--- src/rtl/ext_pipe_unit.sv ---
// Registered extension stage between decode and execute: extends/shifts an input field
// by mode and buffers results with tag and error flag in an in-order circular FIFO.
module ext_pipe_unit #(
    parameter int IN_W  = 16,
    parameter int OUT_W = 32,
    parameter int TAG_W = 4,
    parameter int DEPTH = 2
) (
    input  logic                           clk,
    input  logic                           rst_n,
    input  logic                           flush,
    input  logic                           in_valid,
    output logic                           in_ready,
    input  logic [IN_W-1:0]                in_data,
    input  logic [2:0]                     in_mode,
    input  logic [TAG_W-1:0]               in_tag,
    output logic                           out_valid,
    input  logic                           out_ready,
    output logic [OUT_W-1:0]               out_data,
    output logic [TAG_W-1:0]               out_tag,
    output logic                           out_err,
    output logic [$clog2(DEPTH+1)-1:0]     count
);

    localparam int CNT_W = $clog2(DEPTH + 1);
    localparam int PTR_W = (DEPTH > 1) ? $clog2(DEPTH) : 1;
    localparam logic [CNT_W-1:0] FULL_CNT = CNT_W'(DEPTH);
    localparam logic [PTR_W-1:0] LAST_PTR = PTR_W'(DEPTH - 1);

    typedef enum logic [2:0] {
        MODE_ZEXT   = 3'b000,
        MODE_SEXT   = 3'b001,
        MODE_UPPER  = 3'b010,
        MODE_BRANCH = 3'b011,
        MODE_BZEXT  = 3'b100,
        MODE_BSEXT  = 3'b101
    } mode_e;

    logic [OUT_W-1:0] mem_data [DEPTH];
    logic [TAG_W-1:0] mem_tag  [DEPTH];
    logic             mem_err  [DEPTH];
    logic [PTR_W-1:0] wr_ptr, rd_ptr;
    logic [OUT_W-1:0] res, sext;
    logic             res_err;
    logic             push, pop;

    // Handshake depends only on the registered count, never on out_ready.
    assign in_ready  = (count < FULL_CNT);
    assign out_valid = (count != '0);
    assign push      = in_valid & in_ready;
    assign pop       = out_valid & out_ready;

    assign out_data = mem_data[rd_ptr];
    assign out_tag  = mem_tag[rd_ptr];
    assign out_err  = mem_err[rd_ptr];

    assign sext = {{(OUT_W-IN_W){in_data[IN_W-1]}}, in_data};

    always_comb begin
        // NOTE: defaults first so every path assigns res/res_err and no latch is inferred.
        res     = '0;
        res_err = 1'b0;
        case (mode_e'(in_mode))
            MODE_ZEXT:   res = {{(OUT_W-IN_W){1'b0}}, in_data};
            MODE_SEXT:   res = sext;
            MODE_UPPER:  res = {in_data, {(OUT_W-IN_W){1'b0}}};
            MODE_BRANCH: res = sext << 2;
            MODE_BZEXT:  res = {{(OUT_W-8){1'b0}}, in_data[7:0]};
            MODE_BSEXT:  res = {{(OUT_W-8){in_data[7]}}, in_data[7:0]};
            default:     res_err = 1'b1;
        endcase
    end

    always_ff @(posedge clk or negedge rst_n) begin
        if (!rst_n) begin
            count  <= '0;
            wr_ptr <= '0;
            rd_ptr <= '0;
            // NOTE: the storage is reset because the head-entry outputs must read 0 out of reset;
            // this is cheap only because DEPTH is small.
            for (int i = 0; i < DEPTH; i++) begin
                mem_data[i] <= '0;
                mem_tag[i]  <= '0;
                mem_err[i]  <= 1'b0;
            end
        end else if (flush) begin
            count  <= '0;
            wr_ptr <= '0;
            rd_ptr <= '0;
        end else begin
            if (push) begin
                mem_data[wr_ptr] <= res;
                mem_tag[wr_ptr]  <= in_tag;
                mem_err[wr_ptr]  <= res_err;
                wr_ptr <= (wr_ptr == LAST_PTR) ? '0 : wr_ptr + 1'b1;
            end
            if (pop)
                rd_ptr <= (rd_ptr == LAST_PTR) ? '0 : rd_ptr + 1'b1;
            if (push && !pop)
                count <= count + 1'b1;
            else if (pop && !push)
                count <= count - 1'b1;
        end
    end

endmodule

--- config.mk ---
export PLATFORM = sky130hd
export DESIGN_NAME = ext_pipe_unit
export DESIGN_NICKNAME = d
export VERILOG_FILES = /design/src/rtl/ext_pipe_unit.sv
export SDC_FILE = /design/constraint.sdc
export NUM_CORES = 1
export LEC_CHECK = 0
export CAP_MARGIN = 20
export CORE_ASPECT_RATIO = 1.4
export CORE_MARGIN = 2
export CORE_UTILIZATION = 45
export CTS_CLUSTER_DIAMETER = 200
export DETAILED_ROUTE_END_ITERATION = 10
export DONT_BUFFER_PORTS = 1
export PLACE_DENSITY = 0.65
export SYNTH_ARGS = -nofsm -noshare
export SYNTH_HDL_FRONTEND = slang
export SYNTH_SLANG_ARGS = --single-unit
--- constraint.sdc ---
create_clock -name clk -period 3.8 [get_ports clk]
set_input_delay 0.76 -clock clk [delete_from_list [all_inputs] [get_ports clk]]
set_output_delay 0.76 -clock clk [all_outputs]
set_load 0.01 [all_outputs]
==> metrics.txt <==
run status completed; final-layout worst hold slack 0.1163 ns; number of I/O pins 69; placer congestion estimate 0.7466; fraction of the mapped netlist area in compound gates 17.46%; HPWL Detailed 5.822 mm; slew at the pin with the worst max-slew slack 0.9087 ns; simple-gate area share of the yosys netlist 15.46%; Post-Syn Instances 376; number of iterations in the first detailed-routing pass 4; Max Root-Sink Buffers 2; clock insertion delay at the later pin of the skew report 0.34 ns; core area 0.008458 mm2; Clk Tree Root Cell sky130_fd_sc_hd__clkbuf_16; setup tns final 0 ns; number of buffers inserted by port buffering 0; diodes inserted 0; clock transition at the registers of the reported paths 0.06 ns; Synth cell types 39; Critical Path Fanout Max 23; global-route wire length before repair 14.38 mm; synthesized area per cell 10.29 um2; total of fill cells in the finished design 772; nets in the synthesized netlist 404; critical path start-end classification reg -> out; Sequential Area 0.001952 mm2; remaining routing DRC violations 0; pin count of the biggest net entering global routing 79; routed wire length per instance 18.23 um; standard-cell row count 40; sequence of cells on the critical path buf_12, mux2_2; Worst slew margin 39.07%; Worst EP arrival 1.86 ns; number of vias per cell 5.674; sequential fraction of the synthesis area 50.45%; XOR/XNOR Fraction of Synth Area 0.6792%; RSZ-0062 raised after global routing false; final hold violations 0; combinational family with the most area after synthesis compound AO/OA/AOI/OAI gates; maximum clock skew at final layout 0.004200 ns; critical path startpoint category flop; CP max-delay cell sky130_fd_sc_hd__dfrtp_1; required time worst endpoint 3.04 ns; Hold WC Path Type in -> async; CTS H-tree depth 3; number of antenna violations at the first check in global routing 0; leakage power 1.793 nW; Starting Density 45.74%; number of flops mapped to enable cells by yosys 0; clock tree sinks 78; Synth async-reset ratio 100.0%; GRT Total Usage 20.24%; die boundary height 113.7 um; number of pins with negative max-slew slack in the final report 0; number of gates resized after CTS 0; Top FF cell, synth sky130_fd_sc_hd__dfrtp_1; Via Count 2667; share of cells above drive strength 1 18.36%; multiplexer share of the synthesized area 11.29%; FF+latch count, synth 78; clock tree from TritonCTS done; Pwr Total 0.002340 W; total global routing overflow 0; final WL 8.570 mm; number of warning messages in the yosys log 0; final period demand of the worst path 2.616 ns; vias in the first global route 2722; CTS buffer count 9; max-cap viol count 0; Die Wd 82.37 um; count of hold buffers inserted by post-cts repair 0; area occupied by multi-input gates 0.001737 mm2; peak clock frequency supported by timing 382.2 MHz; Area Overhead vs Synth 7.568%; fraction of the cycle the final worst path needs 68.85%; total power per unit cell area 562.4 mW/mm2; adder-cell area share of the yosys netlist 0%; first-iteration detailed-routing DRC count 164; die area 0.009366 mm2; category of the worst setup path capture point primary output; setup violators final 0; minimum setup slack among reg-to-reg paths 1.60 ns; Nets 389; Post-DRT Antenna Nets 0; post-CTS setup buffer count 0; peak supply drop 0.3095 mV; maximum single-stage delay on the critical path 0.84 ns; post-synth design cell area 0.003869 mm2
-- metal layers --
layer / up-vias / track usage [%] / share of wire (%)
li1: 1292 / - / -
met1: 1314 / 26.66 / 43
met2: 51 / 31.45 / 50
met3: 10 / 6.329 / 6.0
met4: 0 / 6.778 / 1.5
met5: - / 0 / 0
-- worst paths after layout --
path,endpoint,depth (start not counted),start
worst max-delay path,out_data[31],2,rd_ptr$_DFFE_PN0P_
min in group clk,mem_tag[4]$_DFFE_PN0P_,2,mem_tag[4]$_DFFE_PN0P_
max in group asynchronous,mem_data[20]$_DFFE_PN0P_,0,rst_n
worst min register to register,mem_tag[4]$_DFFE_PN0P_,2,mem_tag[4]$_DFFE_PN0P_
worst min-delay path,mem_data[36]$_DFFE_PN0P_,0,rst_n
worst max register to register,mem_data[6]$_DFFE_PN0P_,4,count[1]$_DFFE_PN0P_
-- state kept, by name, indices dropped and copies added, names as in the netlist --
register / cells
count: 2
mem_data: 64
mem_err: 2
mem_tag: 8
rd_ptr: 1
wr_ptr: 1
-- cells in the mapped netlist, drive strengths merged (2+ instances only) --
| cell type | number | area, um2 |
|---|---|---|
| dfrtp | 78 | 1952 |
| nand2 | 74 | 277.8 |
| o21ai | 46 | 230.2 |
| mux2 | 37 | 416.7 |
| buf | 21 | 132.6 |
| a21oi | 18 | 93.84 |
| a211oi | 15 | 157.7 |
| o22a | 14 | 122.6 |
| nand2b | 13 | 81.33 |
| clkbuf | 9 | 36.29 |
| nor2 | 9 | 33.78 |
| nand3 | 8 | 40.04 |
| nor2b | 8 | 50.05 |
| inv | 3 | 11.26 |
| a22o | 2 | 17.52 |
| and3b | 2 | 17.52 |
| mux2i | 2 | 20.02 |
| nor3b | 2 | 20.02 |
| o31ai | 2 | 20.02 |
| xor2 | 2 | 17.52 |
-- where the power goes --
part / switching, W / total (W) / internal (W)
clock network: 0.000312 / 0.000836 / 0.000524
registers: 0.0000943 / 0.00110 / 0.00100
logic: 0.000212 / 0.000405 / 0.000193
total: 0.000619 / 0.00234 / 0.00172
-- area by class of cell --
type | count | area share [%]
clock buffer | 14 | 6.103
clock inverter | 1 | 0.7216
inverter | 3 | 0.2706
multi-input combinational | 265 | 41.73
sequential | 78 | 46.90
tap | 105 | 3.157
timing repair buffer | 4 | 1.112
-- per-stage QoR --
| step | setup WS [ns] | area [um2] | cells | utilization [%] |
|---|---|---|---|---|
| 6_report | 1.184 | 4161 | 470 | 49.20 |
| 5_1_grt | 1.113 | 4161 | 470 | 49.20 |
| 4_1_cts | 1.149 | 4150 | 469 | 49.07 |
| 3_5_place_dp | 1.392 | 3866 | 454 | 45.71 |
| 3_3_place_gp | 1.487 | 3866 | 454 | 45.71 |
| 2_1_floorplan | 1.763 | 3869 | 376 | - |
-- worst max-delay path, delay by kind of cell, from the launching register on --
kind | cells | cell delay (ns)
buffers and inverters | 1 | 0.27
DFF | 1 | 0.84
muxes | 1 | 0.40
-- cells in the final DEF (no fill, tap or decap), types with 2 or more instances in the layout --
| cell type | n |
|---|---|
| sky130_fd_sc_hd__o21ai_0 | 28 |
| sky130_fd_sc_hd__and3b_1 | 2 |
| sky130_fd_sc_hd__inv_1 | 3 |
| sky130_fd_sc_hd__nand2b_1 | 13 |
| sky130_fd_sc_hd__nor2b_1 | 8 |
| sky130_fd_sc_hd__mux2_2 | 37 |
| sky130_fd_sc_hd__clkbuf_1 | 4 |
| sky130_fd_sc_hd__nand2_1 | 74 |
| sky130_fd_sc_hd__nor2_1 | 9 |
| sky130_fd_sc_hd__dfrtp_1 | 78 |
| sky130_fd_sc_hd__a211oi_1 | 6 |
| sky130_fd_sc_hd__buf_4 | 2 |
| sky130_fd_sc_hd__o21ai_1 | 18 |
| sky130_fd_sc_hd__clkbuf_16 | 9 |
| sky130_fd_sc_hd__mux2i_1 | 2 |
| sky130_fd_sc_hd__a22o_1 | 2 |
| sky130_fd_sc_hd__a211oi_2 | 9 |
| sky130_fd_sc_hd__xor2_1 | 2 |
| sky130_fd_sc_hd__a21oi_1 | 17 |
| sky130_fd_sc_hd__nand3_1 | 8 |
| sky130_fd_sc_hd__o22a_1 | 14 |
-- kinds of logic (layout without fill, tap and decap cells) --
family                    count (synthesis)  count (layout)
DFF                                      78              78
xor gates and xnor gates                  3               3
and+or+nand+nor                         122             122
AOI/OAI and AO/OA                       101             101
muxes                                    39              39
buffers and inverters                    33              22
(Power assumes the default switching activity.)
